File: src/rtl/display_page_ctrl.sv
// Display page sequencer: debounced page button toggles HOME/ALT, force_home overrides.
// Optional auto-return to HOME after TIMEOUT_SEC ticks when DISP_AUTO_RETURN_EN is defined.
module display_page_ctrl #(
  parameter int unsigned DEBOUNCE_CYCLES = 500000,
  parameter int unsigned CNT_W           = 20,
  parameter int unsigned TIMEOUT_SEC     = 10
) (
  input  logic CLK,
  input  logic RST_N,
  input  logic btn_raw,
  input  logic tick_1hz,
  input  logic force_home,
  output logic page_sel,
  output logic page_changed
);

  localparam logic [0:0] ST_HOME = 1'b0;
  localparam logic [0:0] ST_ALT  = 1'b1;
  localparam logic [CNT_W-1:0] DB_LAST = CNT_W'(DEBOUNCE_CYCLES - 1);

  logic             s1;
  logic             s2;
  logic             btn_db;
  logic             btn_db_d;
  logic [CNT_W-1:0] db_cnt;
  logic             press;
  logic             timeout;
  logic [0:0]       state;
  logic [0:0]       state_nxt;
  logic             page_changed_nxt;

  // Synchronizer and debounce: btn_db follows s2 only after DEBOUNCE_CYCLES stable cycles.
  always_ff @(posedge CLK or negedge RST_N) begin
    if (!RST_N) begin
      s1       <= 1'b0;
      s2       <= 1'b0;
      btn_db   <= 1'b0;
      btn_db_d <= 1'b0;
      db_cnt   <= '0;
    end else begin
      s1       <= btn_raw;
      s2       <= s1;
      btn_db_d <= btn_db;
      if (s2 == btn_db) begin
        db_cnt <= '0;
      end else if (db_cnt == DB_LAST) begin
        btn_db <= s2;
        db_cnt <= '0;
      end else begin
        db_cnt <= db_cnt + CNT_W'(1);
      end
    end
  end

  assign press = btn_db & ~btn_db_d;

`ifdef DISP_AUTO_RETURN_EN
  localparam int unsigned SEC_W = 8;
  localparam logic [SEC_W-1:0] SEC_LAST = SEC_W'(TIMEOUT_SEC - 1);

  logic [SEC_W-1:0] sec_cnt;
  logic [SEC_W-1:0] sec_cnt_nxt;

  assign timeout = tick_1hz && (sec_cnt == SEC_LAST);

  // Second counter only runs in ALT; any exit or HOME residency parks it at 0.
  always_comb begin
    sec_cnt_nxt = sec_cnt;
    if (state_nxt == ST_HOME || state == ST_HOME) begin
      sec_cnt_nxt = '0;
    end else if (tick_1hz) begin
      sec_cnt_nxt = sec_cnt + SEC_W'(1);
    end
  end

  always_ff @(posedge CLK or negedge RST_N) begin
    if (!RST_N) begin
      sec_cnt <= '0;
    end else begin
      sec_cnt <= sec_cnt_nxt;
    end
  end
`else
  logic unused_cfg;
  assign unused_cfg = tick_1hz ^ (TIMEOUT_SEC == 0);
  assign timeout    = 1'b0;
`endif

  always_ff @(posedge CLK or negedge RST_N) begin
    if (!RST_N) begin
      state        <= ST_HOME;
      page_changed <= 1'b0;
    end else begin
      state        <= state_nxt;
      page_changed <= page_changed_nxt;
    end
  end

  // Priority: force_home, then press, then timeout; coincident events collapse to one move.
  always_comb begin
    state_nxt = state;
    case (state)
      ST_HOME: begin
        if (!force_home && press) state_nxt = ST_ALT;
      end
      ST_ALT: begin
        if (force_home || press || timeout) state_nxt = ST_HOME;
      end
      default: state_nxt = ST_HOME;
    endcase
    page_changed_nxt = (state_nxt != state);
  end

  assign page_sel = state[0];

endmodule

File: config.mk
export PLATFORM = sky130hd
export DESIGN_NAME = display_page_ctrl
export DESIGN_NICKNAME = d
export VERILOG_FILES = /design/src/rtl/display_page_ctrl.sv
export SDC_FILE = /design/constraint.sdc
export NUM_CORES = 1
export LEC_CHECK = 0
export BUFFER_PORTS_ARGS = -buffer_cell sky130_fd_sc_hd__buf_2
export CELL_PAD_IN_SITES_DETAIL_PLACEMENT = 2
export CELL_PAD_IN_SITES_GLOBAL_PLACEMENT = 2
export CORE_ASPECT_RATIO = 1.75
export CORE_UTILIZATION = 31
export DETAILED_ROUTE_END_ITERATION = 8
export GPL_TIMING_DRIVEN = 0
export PLACE_DENSITY_LB_ADDON = 0.1
export SYNTH_ARGS = -nofsm -noshare
export SYNTH_HDL_FRONTEND = slang
export SYNTH_SLANG_ARGS = --single-unit
File: constraint.sdc
create_clock -name CLK -period 4 [get_ports CLK]
set_clock_uncertainty 0.2 [all_clocks]
set_input_delay 0.4 -clock CLK [delete_from_list [all_inputs] [get_ports CLK]]
set_output_delay 0.4 -clock CLK [all_outputs]
set_load 0.005 [all_outputs]
# --- After elaboration in Yosys (flattened, before gate mapping) ---
# Cells that the tools add are included.
classes:
  add_sub_neg: 1
  bitwise_logic: 4
  muxes: 5
  eq_ne: 3
  n_div: 0
  reduce_logical: 4
  magnitude_cmp: 0
  n_shift: 0
  multipliers: 0
op_table:
  columns: ["cell", "count"]
  rows:
  - ["two-way mux 20 bit", 2]
  - ["adder 20 x 1 -> 20 bit (second input constant)", 1]
  - ["equality test 20 x 19 -> 1 bit (second input constant)", 1]
  - ["inverter 1 bit", 3]
  - ["two-way mux 1 bit", 2]
  - ["case mux 1 bit (2 select lines)", 1]
  - ["AND reduction 2 bit", 1]
  - ["bitwise AND 1 bit", 1]
  - ["equality test 1 bit", 1]
  - ["logical AND 1 bit", 1]
  - ["logical NOT 1 bit", 1]
  - ["logical OR 1 bit", 1]
  - ["!= test 1 bit", 1]
totals:
  n_memories: 0
  word_cells: 24
  mem_bits_rw: 0
  latch_bits: 0
  romBits: 0
  output_inout_bits: 2
  input_bits: 5
  reg_bits: 26

# --- Longest topological paths before layout ---
logic_depth:
  depth_word: 6
  ltp_mapped: 6
  ltp_nobuf: 5

# --- Worst setup path before layout ---
# No wires, ideal clock.
synth_path:
  kind: "reg2reg"
  startpoint: "register db_cnt[0]"
  endpoint: "register db_cnt[18]"
  slack_ps: 2094
  t_arrival_ps: 1628
  stages_incl_launch_ff: 6
  path_cell_list: "dfrtp_1 ha_1 nand4_4 or2_4 or4_1 a21oi_1"
synth_between:
  elab_chain_cells: 3
  elab_cells_between_ends: 4
synth_rtl:
  columns: ["element", "line", "rtl"]
  rows:
  - ["from (decl)", "25", "logic [CNT_W-1:0] db_cnt;"]
  - ["from (signal assigned)", "50", "db_cnt <= db_cnt + CNT_W'(1);"]
  - ["adder 20 x 1 -> 20 bit / equality test 20 x 19 -> 1 bit (equally long branches)", "50, 46", null]
  - ["two-way mux 20 bit (*)", "46", "end else if (db_cnt == DB_LAST) begin"]
  - ["two-way mux 20 bit (*)", "44", "if (s2 == btn_db) begin"]
# Every way passes the cells marked *; elsewhere a longest branch is shown, timed or not.
# A chain may end at the register's enable or synchronous reset.

# --- Worst setup path after layout ---
layout_path:
  startpoint: "register db_cnt[0]"
  endpoint: "register db_cnt[13]"
# Same word-level chain as after synthesis.

==> summary.md <==
| Metric | Value |
|---|---|
| Status | `complete, no violations` |
| Yosys warning total | `0` |
| DRT Pass-1 Iters | `3` |
| CORE AREA | `0.00387 sq mm` |
| Synthesized area | `0.00126 sq mm` |
| First-pass GRT wire length | `5090 um` |
| Highest clock rate | `446 MHz` |
| Minimum clock period | `2.24 ns` |
| Placed cells | `171` |
| Pwr Total | `0.459 mW` |
| Layout cell share with drive strength beyond 1 | `16.4%` |
| Worst Setup SP | `db_cnt[0]$_DFF_PN0_` |
| Crit Reg-Reg Startpoint | `db_cnt[0]$_DFF_PN0_` |
| H-tree Lvls | `1` |
| Final Hold Viols | `0` |
| Top cells by area, synth | `dfrtp_1 (52%), xnor2_1 (9.8%), nor2_1 (6.0%), nand3_1 (2.8%), nor3_1 (2.4%)` |
| CTS tree | `yes` |
| CP startpoint kind | `flip-flop` |
| CTS max path bufs | `2` |
| Vias | `915` |
| Layout area overhead | `12.0%` |
| Pwr Density | `327 mW/mm^2` |
| Post-Syn Instances | `118` |
| CP endpoint kind | `flip-flop` |
| DRC viols | `0` |
| Max IR drop VDD | `148 uV` |
| Total CTS buffers | `3` |
| Post-synth cell types | `31` |
| Worst skew pair latency | `0.27 ns` |
| Fin. max-slew vios | `0` |
| Sequential power share | `58.5%` |
| Average size of a mapped cell | `10.6 sq um` |
| Max-Cap Viols | `0` |
| Clock power share | `37.3%` |
| Detailed Route Iter0 Violations | `10` |
| Initial antenna violation count | `0` |
| Most common library cells after synthesis | `dfrtp_1 (26), nor2_1 (20), xnor2_1 (14)` |
| Dominant cell type by area after synthesis | `dfrtp_1` |
| Max FO, Critical Path | `10` |
| Post-synth EDFFs | `0` |
| Leak | `0.582 nW` |
| IO buf count | `5` |
| # clock sinks | `26` |
| Async set-reset flop share out of synthesis | `100%` |
| CP required | `3.96 ns` |
| Seq cells post-synth | `26` |
| Reg2reg end | `db_cnt[13]$_DFF_PN0_` |
| Die H | `86.2 um` |
| WL/cell | `16.3 um` |
| I/O pin cnt | `7` |
| Reg clk slew, reported paths | `0.09 ns` |
| Unrepaired setup endpoints after global routing | `false` |
| GRT Overall Usage | `15.7%` |
| Die ar. | `0.00432 sq mm` |
| Share of the synthesized area in the top cell type | `51.8%` |
| Syn Nets | `124` |
| Fillers | `436` |
| Die width | `50.1 um` |
| Final cell count without fillers | `176` |
| Vias per inst | `5.20` |
| CP arrival | `2.21 ns` |
| Sw frac | `21.7%` |
| # diodes | `0` |
| Hpwl dp | `2180 um` |
| Tcrit/Tclk final | `56.1%` |
| Sequential share of the synthesized area | `51.8%` |
| Gr ovfl total | `0` |
| Min-delay worst type | `input pin to flip-flop` |
| R2r worst-path depth | `6` |
| Combinational share of power | `4.2%` |
| P_sw | `0.0996 mW` |
| Root buf cell | `clkbuf_8` |
| Setup CP Type | `flip-flop to flip-flop` |
| R2R Setup Slk | `1.76 ns` |
| Final cell utilization of the core | `36.4%` |
| Largest net degree at the start of global routing | `27` |
| Internal | `0.360 mW` |
| Nets | `135` |
| Most common flop cell mapped by yosys | `dfrtp_1` |
| Detail Route Antenna Nets | `0` |
| Most frequent cell after synthesis | `dfrtp_1` |
| Cell row count | `30` |
| Slew HR | `59.7%` |
| Drt total wl | `2880 um` |
| Area of the multi-input gates | `588 sq um` |
| Setup Buffers After CTS | `0` |
| Endpoints failing setup | `0` |
| Final TNS setup | `0 ns` |
| GP Congestion | `0.725` |
| Worst-margin pin slew | `0.605 ns` |
| Register area | `651 sq um` |
| Hold_ws | `0.0305 ns` |
| Initial Utilization | `32.5%` |
| Worst setup path end | `db_cnt[13]$_DFF_PN0_` |
| Via count of the first global-routing pass | `1,048` |
what timing repair did:
item | CTS | global route
endpoints found under the setup margin | 0 | 0
hold endpoints to repair | 26 | 0
gates resized for setup | 0 | 0
hold buffers | 1 | 0
worst max-delay path: stages, from the launching register on:
cell     delay, ns
dfrtp_1       0.42
ha_1          0.32
and4_2        0.27
nand4_1       0.14
o21ai_2       0.40
buf_2         0.30
nor2_1        0.08
final cells by class:
cell class | instances | area share [%]
plain buffers | 2 | 0.712
inverters | 2 | 0.534
repair buffers | 6 | 2.49
multi-input cells | 88 | 41.8
clock buffers | 4 | 3.91
well taps | 48 | 4.27
flip-flops and latches | 26 | 46.3
cells in the final DEF (no fill, tap or decap), drive strengths merged, types with 5 or more instances in the layout:
cell,netlist,layout
dfrtp,26,26
nor2,20,20
xnor2,14,14
nand2,8,8
nand3,7,7
buf,1,6
nor3,6,6
nand4,6,6
nor4,5,5
clkbuf,1,5
stage by stage:
step	worst slack, ns	cell area (sq um)
floorplan	2.09	1260
global placement	1.75	1340
detailed placement	1.71	1340
CTS	1.68	1410
global route	1.56	1410
finish	1.76	1410
worst min path at each step:
stage            startpoint                  to  slack, ns  cells after the start
3_5_place_dp   s1$_DFF_PN0_        s2$_DFF_PN0_       0.14                      0
5_1_grt             btn_raw        s1$_DFF_PN0_       0.02                      1
2_1_floorplan         RST_N  btn_db$_DFFE_PN0P_       -0.1                      0
4_1_cts             btn_raw        s1$_DFF_PN0_       0.02                      1
3_3_place_gp   s1$_DFF_PN0_        s2$_DFF_PN0_       0.13                      0
6_report            btn_raw        s1$_DFF_PN0_       0.03                      1
power groups by stage:
stage               registers, mW  logic [mW]  clock network, mW
global placement            0.274      0.0192                  0
detailed placement          0.274      0.0200                  0
finish                      0.269      0.0195              0.171
floorplan                   0.274     0.00950                  0
CTS                         0.269      0.0208              0.181
global route                0.269      0.0229              0.186
metal layers:
layer / track usage (%) / vias up / share of wire, %
met4: 6.23 / 0 / 1.3
li1: - / 429 / -
met2: 29.5 / 5 / 59
met3: 1.58 / 4 / 1.0
met1: 17.3 / 477 / 39
met5: 0 / - / 0
state kept, by name, summed over array words and instances, names as in the netlist:
name / flops
page_changed: 1
s2: 1
btn_db: 1
page_sel: 1
s1: 1
btn_db_d: 1
db_cnt: 20
cells by family after synthesis:
logic type	after synthesis	share of synthesized area (%)
AND/OR/NAND/NOR	61	28.1
flip-flops	26	51.8
XOR/XNOR	17	11.9
AO/OA/AOI/OAI	5	2.49
buffers and inverters	4	1.39
multiplexers	4	3.39
adder cells (fa/ha/maj)	1	0.996
(Power assumes the default switching activity.)
